**src/rtl/gate_op_arbiter_pkg.sv**
```systemverilog
// Shared encodings for the gate-op arbiter: operation codes, FSM states
// and the legal bounds of the EXEC settle latency.
package gate_op_arbiter_pkg;

  // Operation select codes presented on reqN_op
  localparam logic [1:0] OP_AND  = 2'b00;
  localparam logic [1:0] OP_OR   = 2'b01;
  localparam logic [1:0] OP_NOTA = 2'b10;
  localparam logic [1:0] OP_XOR  = 2'b11;

  // Arbiter FSM state encodings
  localparam logic [1:0] ST_IDLE = 2'b00;
  localparam logic [1:0] ST_EXEC = 2'b01;
  localparam logic [1:0] ST_RESP = 2'b10;

  // EXEC settle latency bounds; the counter only has to reach LAT_MAX-1
  localparam int LAT_MIN = 1;
  localparam int LAT_MAX = 4;
  localparam int CNT_W   = 2;

endpackage

```
**src/rtl/gate_op_arbiter_gates.sv**
```systemverilog
// Shared 1-bit basic gates unit; every gate is computed in parallel and the
// arbiter picks one with its op-select mux.
module basic_gates
  import gate_op_arbiter_pkg::*;
(
  input  logic a,
  input  logic b,
  output logic and_out,
  output logic or_out,
  output logic not_a,
  output logic xor_out
);

  // Purely combinational gate outputs
  always_comb begin
    and_out = a & b;
    or_out  = a | b;
    not_a   = ~a;
    xor_out = a ^ b;
  end

endmodule

```
**src/rtl/gate_op_arbiter.sv**
```systemverilog
// Two-requester round-robin arbiter in front of one shared basic-gates unit.
// IDLE accepts one request, EXEC holds the latched operands for LAT cycles
// and captures the selected gate output, RESP strobes the owner's result.
module gate_op_arbiter
  import gate_op_arbiter_pkg::*;
#(
  parameter int LAT = 1  // EXEC settle cycles, LAT_MIN..LAT_MAX
) (
  input  logic       clk,
  input  logic       rst_n,
  input  logic       req0_valid,
  input  logic       req0_a,
  input  logic       req0_b,
  input  logic [1:0] req0_op,
  output logic       req0_ready,
  output logic       rsp0_valid,
  output logic       rsp0_data,
  input  logic       req1_valid,
  input  logic       req1_a,
  input  logic       req1_b,
  input  logic [1:0] req1_op,
  output logic       req1_ready,
  output logic       rsp1_valid,
  output logic       rsp1_data,
  output logic       busy,
  output logic [1:0] grant
);

  // Counter value on the last EXEC cycle
  localparam logic [CNT_W-1:0] CNT_LAST = CNT_W'(LAT - 1);

  logic [1:0]       state_q, state_d;
  logic [1:0]       grant_q, grant_d;
  logic [CNT_W-1:0] cnt_q, cnt_d;
  logic             a_q, a_d;
  logic             b_q, b_d;
  logic [1:0]       op_q, op_d;
  logic             result_q, result_d;
  logic             prio_q, prio_d;  // 1 means requester 1 wins a tie
  logic             pick1;
  logic             gate_sel;
  logic             and_w, or_w, nota_w, xor_w;

  basic_gates u_gates (
    .a       (a_q),
    .b       (b_q),
    .and_out (and_w),
    .or_out  (or_w),
    .not_a   (nota_w),
    .xor_out (xor_w)
  );

  // Winner selection and op-select mux over the shared gate outputs
  always_comb begin
    pick1 = req1_valid & (~req0_valid | prio_q);
    case (op_q)
      OP_AND:  gate_sel = and_w;
      OP_OR:   gate_sel = or_w;
      OP_NOTA: gate_sel = nota_w;
      default: gate_sel = xor_w;
    endcase
  end

  // FSM next-state, operand latching, round-robin update and result capture
  always_comb begin
    state_d    = state_q;
    grant_d    = grant_q;
    cnt_d      = cnt_q;
    a_d        = a_q;
    b_d        = b_q;
    op_d       = op_q;
    result_d   = result_q;
    prio_d     = prio_q;
    req0_ready = 1'b0;
    req1_ready = 1'b0;
    case (state_q)
      ST_IDLE: begin
        if (rst_n && (req0_valid || req1_valid)) begin
          req0_ready = ~pick1;
          req1_ready = pick1;
          a_d        = pick1 ? req1_a  : req0_a;
          b_d        = pick1 ? req1_b  : req0_b;
          op_d       = pick1 ? req1_op : req0_op;
          grant_d    = pick1 ? 2'b10 : 2'b01;
          prio_d     = ~pick1;
          cnt_d      = '0;
          state_d    = ST_EXEC;
        end
      end
      ST_EXEC: begin
        if (cnt_q == CNT_LAST) begin
          result_d = gate_sel;
          state_d  = ST_RESP;
        end else begin
          cnt_d = cnt_q + 1'b1;
        end
      end
      ST_RESP: begin
        grant_d = 2'b00;
        state_d = ST_IDLE;
      end
      default: begin
        grant_d = 2'b00;
        state_d = ST_IDLE;
      end
    endcase
  end

  // State registers; reset aborts any in-flight operation
  always_ff @(posedge clk or negedge rst_n) begin
    if (!rst_n) begin
      state_q  <= ST_IDLE;
      grant_q  <= 2'b00;
      cnt_q    <= '0;
      a_q      <= 1'b0;
      b_q      <= 1'b0;
      op_q     <= OP_AND;
      result_q <= 1'b0;
      prio_q   <= 1'b0;
    end else begin
      state_q  <= state_d;
      grant_q  <= grant_d;
      cnt_q    <= cnt_d;
      a_q      <= a_d;
      b_q      <= b_d;
      op_q     <= op_d;
      result_q <= result_d;
      prio_q   <= prio_d;
    end
  end

  // Output decode; response data is forced low outside its strobe
  always_comb begin
    busy       = (state_q == ST_EXEC) || (state_q == ST_RESP);
    grant      = grant_q;
    rsp0_valid = (state_q == ST_RESP) && grant_q[0];
    rsp1_valid = (state_q == ST_RESP) && grant_q[1];
    rsp0_data  = rsp0_valid & result_q;
    rsp1_data  = rsp1_valid & result_q;
  end

endmodule

```
**config.mk**
```make
export PLATFORM = sky130hd
export DESIGN_NAME = gate_op_arbiter
export DESIGN_NICKNAME = d
export VERILOG_FILES = /design/src/rtl/gate_op_arbiter_pkg.sv /design/src/rtl/gate_op_arbiter_gates.sv /design/src/rtl/gate_op_arbiter.sv
export SDC_FILE = /design/constraint.sdc
export NUM_CORES = 1
export LEC_CHECK = 0
export ABC_AREA = 1
export BUFFER_PORTS_ARGS = -buffer_cell sky130_fd_sc_hd__buf_2
export CAP_MARGIN = 10
export CORE_AREA = 8 8 49 51
export DETAILED_ROUTE_END_ITERATION = 7
export DIE_AREA = 0 0 57 59
export PLACE_DENSITY = 0.73
export SYNTH_ARGS = -nofsm -noshare
export SYNTH_HDL_FRONTEND = slang
export SYNTH_SLANG_ARGS = --single-unit
```
**constraint.sdc**
```tcl
create_clock -name clk -period 1.5 [get_ports clk]
set_input_delay 0.15 -clock clk [delete_from_list [all_inputs] [get_ports clk]]
set_output_delay 0.15 -clock clk [all_outputs]
set_load 0.005 [all_outputs]
```
# [Yosys cells after proc, flatten, opt, wreduce, memory -nomap -nowiden]
# Cells that the tools add are included.
[classes] eq_ne=7 mux=17 n_bitwise=11 reduce_logical=14 n_addsub=1
[ops] op="2-bit 2-to-1 mux" n=7
[ops] op="2-bit case mux with 2 select lines" n=3
[ops] op="2-bit AND reduction" n=4
[ops] op="2-bit logical NOT" n=3
[ops] op="1-bit 2-to-1 mux" n=6
[ops] op="2-bit inequality test, second input constant" n=3
[ops] op="1-bit AND" n=4
[ops] op="2-bit by 1-bit == test with 1-bit output, second input constant" n=2
[ops] op="2-bit == test, second input constant" n=2
[ops] op="1-bit NOT" n=4
[ops] op="1-bit logical AND" n=3
[ops] op="1-bit case mux with 3 select lines" n=1
[ops] op="3-bit AND reduction" n=1
[ops] op="2-bit by 1-bit adder with 2-bit output, second input constant" n=1
[ops] op="1-bit logical OR" n=2
[ops] op="1-bit OR" n=2
[ops] op="2-bit nonzero test" n=1
[ops] op="1-bit bitwise XOR" n=1
[word_totals] inputBits=12 output_inout_bits=9 elab_cells=58 ff_bits=12

# [Longest topological paths before layout]
# Gate-level depths: netlist of the first run.
[logic_depth] word_depth=6 depth_mapped=8 ltp_nobuf=8

# [By module]
# A second synthesis of the first run with hierarchy kept.
[hier_totals] hier_cells=111 area_unflattened_um2=775.7
[by_module_without_submodules] module="gate_op_arbiter" n_inst=1 seq_area_each_um2=300.3 area_each_um2=739.5 cells_each=106
[by_module_without_submodules] module="basic_gates" n_inst=1 seq_area_each_um2=0.0 area_each_um2=36.3 cells_each=5

# [Least setup slack after synthesis of the first run]
# OpenSTA, ideal clock, no wires.
[synth_timing] path_type="register to register" from="register state_q[0]" to="register grant_q[0] (netlist: grant[0])" slack_ns=0.311 required_ns=1.434 arrival_ns=1.123 period_less_slack_ns=1.189 path_buffers=0 setup_ns=0.066 stages_incl_launch_ff=7 cell_sequence="dfrtp_1 > inv_1 > ha_1 > inv_1 > nor3_4 > nand3_1 > nand2_1"
[synth_between] elab_chain_cells=3 elab_cells_between_ends=6 cone_classes="eq/ne: 2; mux: 1; bitwise: 1; reduce/logical: 2"
[synth_lines] element="start: declaration" line_no="gate_op_arbiter.sv:32" text="logic [1:0] state_q, state_d;"
[synth_lines] element="start signal: assignment" line_no="gate_op_arbiter.sv:121" text="state_q <= state_d;"
[synth_lines] element="2-bit logical NOT or 2-bit by 1-bit == test with 1-bit output (tied branches)" line_no="gate_op_arbiter.sv:76" text="case (state_q)"
[synth_lines] element="2-bit inequality test (no line) or 1-bit NOT (tied branches)"
[synth_lines] element="2-bit AND reduction (no line)"
[synth_lines] element="end signal: assignment" line_no="gate_op_arbiter.sv:122" text="grant_q <= grant_d;"
[synth_lines] element="end: declaration" line_no="gate_op_arbiter.sv:33" text="logic [1:0] grant_q, grant_d;"
# Several ways; a longest one is shown, not always the timed one.
# A chain may end at the register's enable or synchronous reset.

# [Worst setup path after layout of the first run]
[layout_timing] from="register prio_q" to="output port req0_ready"
[layout_between] elab_chain_cells=5
[layout_lines] element="start: declaration" line_no="gate_op_arbiter.sv:39" text="logic prio_q, prio_d;"
[layout_lines] element="start signal: assignment" line_no="gate_op_arbiter.sv:128" text="prio_q <= prio_d;"
[layout_lines] element="1-bit OR" line_no="gate_op_arbiter.sv:55" text="pick1 = req1_valid & (~req0_valid | prio_q);"
[layout_lines] element="1-bit AND" line_no="gate_op_arbiter.sv:55"
[layout_lines] element="1-bit NOT" line_no="gate_op_arbiter.sv:79" text="req0_ready = ~pick1;"
[layout_lines] element="1-bit 2-to-1 mux" line_no="gate_op_arbiter.sv:78" text="if (rst_n && (req0_valid || req1_valid)) begin"
[layout_lines] element="1-bit 2-to-1 mux" line_no="gate_op_arbiter.sv:76"
[layout_lines] element="end: declaration" line_no="gate_op_arbiter.sv:15" text="output logic req0_ready,"
# No other way between the ends.

==> results of run 1 <==
[synth_stat cells]
library cell | count | area share, %
nor2_1 | 8 | 3.8
o21ai_1 | 1 | 0.64
or2_1 | 1 | 0.80
nor2_2 | 1 | 0.80
dfrtp_1 | 12 | 38
inv_1 | 22 | 11
nand2_1 | 43 | 21
nor3_4 | 1 | 2.1
nand3_1 | 11 | 7.1
nand3b_1 | 5 | 4.8
o21ai_0 | 1 | 0.64
ha_1 | 6 | 9.6
[where the power goes]
part           internal (mW)  switching, mW
Clock                  0.148          0.118
Combinational          0.325          0.479
Sequential             0.464          0.108
[final cells by class]
type,instances,area (sq um)
sequential,12,300
inverter,22,82.6
timing repair buffer,22,118
clock buffer,4,36.3
tap,17,21.3
multi-input combinational,78,428
fill,169,666
[flip-flops by register name (all words and copies together) (netlist names)]
name      flops
a_q           1
b_q           1
cnt_q         2
grant         2
op_q          2
prio_q        1
result_q      1
state_q       2
[cell families after synthesis]
kind of cell / count (synthesis) / share of synthesized area, %
AO/OA/AOI/OAI: 2 / 1.28
adder cells (fa/ha/maj): 6 / 9.62
buffers and inverters: 22 / 10.6
flip-flops: 12 / 38.5
AND/OR/NAND/NOR: 70 / 40.1
[per-layer routing]
metal	vias to the layer above	track usage [%]
li1	390	-
met1	357	12.4
met4	0	7.05
met2	27	18.1
met3	4	2.36
met5	-	0
[through the flow]
| step | area (sq um) | std cells | utilization (%) | worst slack, ns |
|---|---|---|---|---|
| 6_report | 986 | 155 | 59.7 | 0.0704 |
| 5_1_grt | 986 | 155 | 59.7 | -0.0315 |
| 4_1_cts | 973 | 155 | 58.9 | 0.0123 |
| 3_5_place_dp | 910 | 150 | 55.1 | 0.134 |
| 3_3_place_gp | 910 | 150 | 55.1 | 0.154 |
| 2_1_floorplan | 781 | 112 | - | 0.311 |
[timing repair]
action | in CTS | in global routing
pin swaps | 0 | 0
endpoints found under the setup margin | 2 | 5
hold buffers | 1 | 0
gates resized for setup | 4 | 5
hold endpoints to repair | 12 | 0
[critical path, delay by kind of cell, from the launching register on]
| family | cells | cell delay, ns |
|---|---|---|
| flops | 1 | 0.38 |
| simple gates | 3 | 0.37 |
| buf+inv | 3 | 0.25 |
[worst max-delay path by stage]
stage | end | slack (ns) | cells after the start
finish | req0_ready | 0.07 | 6
global route | req0_ready | -0.03 | 6
CTS | req0_ready | 0.01 | 5
detailed placement | grant[1]$_DFFE_PN0P_ | 0.13 | 6
global placement | grant[0]$_DFFE_PN0P_ | 0.15 | 6
floorplan | grant[0]$_DFFE_PN0P_ | 0.31 | 6
==> metrics.md, run 1 <==
| Metric | Value |
|---|---|
| Worst min-delay path class | `primary input to flip-flop` |
| Tot GR Track Use | `between 10% and 20%` |
| Final wirelength | `1770 um` |
| Mapped Nets | `130` |
| Clk slew on worst S/H paths | `0.08 ns` |
| Clock period minus final worst setup slack | `1.43 ns` |
| Critical path type | `flip-flop to primary output` |
| Max Root-Sink Buffers | `2` |
| Initial Util | `47.3%` |
| Post-CTS setup buffers | `0` |
| CTS Buf Count | `3` |
| Number of port buffers | `20` |
| Wirelength per Cell | `around 11 um` |
| Iter 0 DRT Violations | `13` |
| Pre-Repair DR Iteration Count | `4` |
| Hold WS | `0.171 ns` |
| Vias per cell | `5.02` |
| Critical path required time | `1.35 ns` |
| Worst skew pair latency | `0.28 ns` |
| Area Growth Syn to Fin | `26.3%` |
| Met3 wire len | `approximately 100 um` |
| Hold Crit Start | `req0_a` |
| Die area | `roughly 3400 sq um` |
| First-pass GRT wire length | `3040 um` |
| Critical path's largest stage delay | `0.38 ns` |
| Synth Instances | `roughly 110` |
| CP max stage cell | `dfrtp_1` |
| DR vias | `778` |
| Most frequent cell on the critical path | `inv_1` |
| Initial antenna violation count | `0` |
| CP endpoint kind | `primary output` |
| Final Hold Fails | `0` |
| Yosys warns | `0` |
| CTS root buffer | `clkbuf_4` |
| H-tree depth | `1` |
| Clock Skews | `0.00607 ns` |
| Synth Register Bits | `12` |
| Nets | `157` |
| Final Max Slew Viols | `0` |
| Worst-margin pin slew | `0.297 ns` |
| Max Cap Viol | `0` |
| Crit path max fanout | `7` |
| Die Ht | `~60 um` |
| Top Layer Used | `met4` |
| Met2 WL post-DR | `roughly 840 um` |
| Avg Cell Area, Syn | `between 6 and 7 sq um` |
| Tcrit/Tclk final | `95.3%` |
| Worst r2r src | `state_q[0]$_DFFE_PN0P_` |
| Die width | `57 um` |
| Core area | `1650 sq um` |
| Arrival time worst endpoint | `1.28 ns` |
| GP Congestion | `0.724` |
| Mapped Area | `781 sq um` |
| CP cell instances | `inv_1 -> nand2_1 -> nand2_4 -> inv_1 -> nor2_1 -> buf_2` |
| Leak Pwr | `0.615 nW` |
| Most common cell after layout, fill and taps aside | `nand2_1` |
| Total negative slack | `0 ns` |
| DRC | `0` |
| Max_slew headroom | `80.2%` |
| Largest net degree at the start of global routing | `10` |
| F_max | `699 MHz` |
| Outcome | `completed` |
| CTS tree | `yes` |
| Worst setup startpoint | `prio_q$_DFFE_PN0P_` |
| Setup violations, final | `0` |
| Reg2Reg Depth | `6` |
| Design Power | `1.64 mW` |
| Sequential share of the synthesized area | `38.5%` |
| Pwr/cell area | `1660 nW/um^2` |
| Distinct cells, synth | `12` |
| N_diodes | `0` |
| CTS sink count | `12` |
| Worst vdd ir | `0.720 mV` |
| R2r setup slk | `0.16 ns` |
| ANT nets after route | `0` |
| Total congestion overflow | `0` |
| Top-level port count | `21` |
| Vias in the first global route | `745` |
| Hold EP | `a_q$_DFFE_PN0P_` |
| RSZ-0062 raised after global routing | `true` |
| HPWL after detailed placement | `1400 um` |
| FF-to-FF End | `grant[1]$_DFFE_PN0P_` |
| Layout cells sized above 1 | `23.9%` |
| M1 WL | `785 um` |
| FP Rows | `15` |
| Commonest cells after routing, fill and taps aside | `nand2_1, inv_1, buf_2` |
| Kind of start point of the critical path | `flip-flop` |
| Hold path depth | `5` |
(Power assumes the default switching activity.)
==> run 2: changes to the inputs <==
SETUP_SLACK_MARGIN = 0.2   (was default)
==> run 2 against run 1 <==
Net effect: wire length up 10%; cell count is 5.2% higher; maximum frequency rose by 2.1%; sequential share of layout area down 2.3 points; sequential power about the same; worst hold slack worse by 0.014 ns; clock power is essentially flat; setup slack better by 0.030 ns; final area up 8.2%; register-to-register slack about the same; critical path type unchanged; largest cell class unchanged; largest power group unchanged.
==> metrics.md, run 2 (same netlist as run 1, synthesis figures left out) <==
| Metric | Value |
|---|---|
| Initial antenna violation count | `0 (unchanged)` |
| Top Layer Used | `met4` |
| Critical path's largest stage delay | `0.42 ns (+0.04 ns)` |
| Core area | `1650 sq um (unchanged)` |
| Setup violations, final | `0 (unchanged)` |
| Total congestion overflow | `0 (unchanged)` |
| Commonest cells after routing, fill and taps aside | `nand2_1, inv_1, buf_2` |
| Die Ht | `59 um (unchanged)` |
| Most common cell after layout, fill and taps aside | `nand2_1` |
| Final Hold Fails | `0 (unchanged)` |
| Worst vdd ir | `0.757 mV (+5.2%)` |
| CTS sink count | `12 (unchanged)` |
| Die width | `57 um (unchanged)` |
| Kind of start point of the critical path | `flip-flop` |
| Initial Util | `47.3% (unchanged)` |
| Met3 wire len | `100 um (-2.0%)` |
| Layout cells sized above 1 | `30.8% (+6.9 points)` |
| Number of port buffers | `20 (unchanged)` |
| CP endpoint kind | `primary output` |
| Largest net degree at the start of global routing | `10 (unchanged)` |
| Pre-Repair DR Iteration Count | `4 (unchanged)` |
| Max Root-Sink Buffers | `2 (unchanged)` |
| Crit path max fanout | `4 (-3)` |
| Max Cap Viol | `0 (unchanged)` |
| Iter 0 DRT Violations | `12 (-1)` |
| Pwr/cell area | `1680 nW/um^2 (+0.91%)` |
| Total negative slack | `0 ns (unchanged)` |
| CTS root buffer | `clkbuf_4` |
| H-tree depth | `1 (unchanged)` |
| CP max stage cell | `dfrtp_1` |
| Arrival time worst endpoint | `1.25 ns (-0.03 ns)` |
| Leak Pwr | `0.648 nW (+5.4%)` |
| CP cell instances | `inv_2 -> ha_4 -> nand2_4 -> nor2_1 -> buf_2` |
| Tot GR Track Use | `11.8% (+0.80 points)` |
| Clk slew on worst S/H paths | `0.08 ns (about the same)` |
| Met2 WL post-DR | `939 um (+12%)` |
| HPWL after detailed placement | `1400 um (unchanged)` |
| Worst skew pair latency | `0.28 ns (about the same)` |
| FILL cells | `156 (-7.7%)` |
| First-pass GRT wire length | `3260 um (+7.3%)` |
| Wirelength per Cell | `12.0 um (+5.1%)` |
| Worst path bufs/invs | `2 (-1)` |
| Nets | `165 (+5.1%)` |
| GP Congestion | `0.724 (unchanged)` |
| F_max | `714 MHz (+2.1%)` |
| Design Power | `1.79 mW (+9.2%)` |
| ANT nets after route | `0 (unchanged)` |
| CTS tree | `yes` |
| Area Growth Syn to Fin | `36.7%` |
| N_diodes | `0 (unchanged)` |
| Clock Skews | `0.00625 ns (+0.000179 ns)` |
| Top-level port count | `21 (unchanged)` |
| Die area | `3360 sq um (unchanged)` |
| DR vias | `821 (+5.5%)` |
| RSZ-0062 raised after global routing | `true` |
| M1 WL | `872 um (+11%)` |
| Critical path required time | `1.35 ns (about the same)` |
| Worst-margin pin slew | `0.411 ns (+0.115 ns)` |
| Worst min-delay path class | `primary input to flip-flop` |
| FP Rows | `15 (unchanged)` |
| Clock period minus final worst setup slack | `1.40 ns (-0.0295 ns)` |
| CP delay by family, top | `flip-flops` |
| Max_slew headroom | `72.5% (-7.7 points)` |
| CTS Buf Count | `3 (unchanged)` |
| DRC | `0 (unchanged)` |
| Vias per cell | `5.04 (+0.35%)` |
| Outcome | `completed` |
| Critical path type | `flip-flop to primary output` |
| Tcrit/Tclk final | `93.3% (-2.0 points)` |
| Vias in the first global route | `792 (+6.3%)` |
| Final Max Slew Viols | `0 (unchanged)` |
| Final wirelength | `1950 um (+10%)` |
[run 2: cell types whose count changed in the layout (fill, tap and decap cells not counted), moves of 2 or more]
cell	delta
ha_1	-2
buf_4	+7
ha_2	+2
nand2_1	-2
nand2_2	+3
[run 2: final timing paths]
check                                        from              endpoint  slack [ns]  depth (start not counted)
min                                        req0_a       a_q$_DFFE_PN0P_        0.16                          5
max                        state_q[0]$_DFFE_PN0P_            req1_ready         0.1                          5
max in group asynchronous                   rst_n  result_q$_DFFE_PN0P_        0.76                          3
min reg2reg                  result_q$_DFFE_PN0P_  result_q$_DFFE_PN0P_        0.49                          2
max reg2reg                state_q[0]$_DFFE_PN0P_  grant[1]$_DFFE_PN0P_        0.17                          6
min in group asynchronous                   rst_n    prio_q$_DFFE_PN0P_        0.24                          2
[run 2: tightest hold or removal path: cells and delay by family]
kind | cells | cell delay [ns]
simple gates | 3 | 0.16
buf+inv | 2 | 0.10
[run 2: metal layers]
metal / up-vias / track usage (%)
met3: 4 / 2.36
met5: - / 0
met4: 0 / 7.05
met1: 383 / 13.0
met2: 27 / 20.2
li1: 407 / -
[run 2: metrics by stage]
step	worst slack, ns	cell area, sq um	utilization, %	hold slack (ns)	instances
global route	0.0398	1070	64.6	0.176	163
global placement	0.154	910	55.1	-0.0286	150
CTS	0.0910	1020	61.8	-0.338	160
floorplan	0.311	781	-	-0.146	112
finish	0.0999	1070	64.6	0.157	163
detailed placement	0.134	910	55.1	-0.0292	150
[run 2: what timing repair did]
item	4_1_cts	5_1_grt
hold buffers	1	1
setup endpoints to repair	17	17
gates resized for setup	9	6
pin swaps	7	8
hold endpoints to repair	12	3
setup buffers	5	2
[run 2: power by group]
| part | internal (mW) | switching, mW | leakage [nW] | total [mW] |
|---|---|---|---|---|
| Combinational | 0.423 | 0.529 | 0.474 | 0.952 |
| Clock | 0.148 | 0.119 | 0.0210 | 0.267 |
| Sequential | 0.464 | 0.110 | 0.153 | 0.573 |
| Total | 1.03 | 0.758 | 0.648 | 1.79 |
[run 2: layout make-up]
cell class                 instances  area (sq um)  share of cell area (%)
sequential                        12           300                    28.1
timing repair buffer              30           186                    17.5
multi-input combinational         78           440                    41.3
inverter                          22          82.6                    7.74
tap                               17          21.3                    1.99
clock buffer                       4          36.3                    3.40
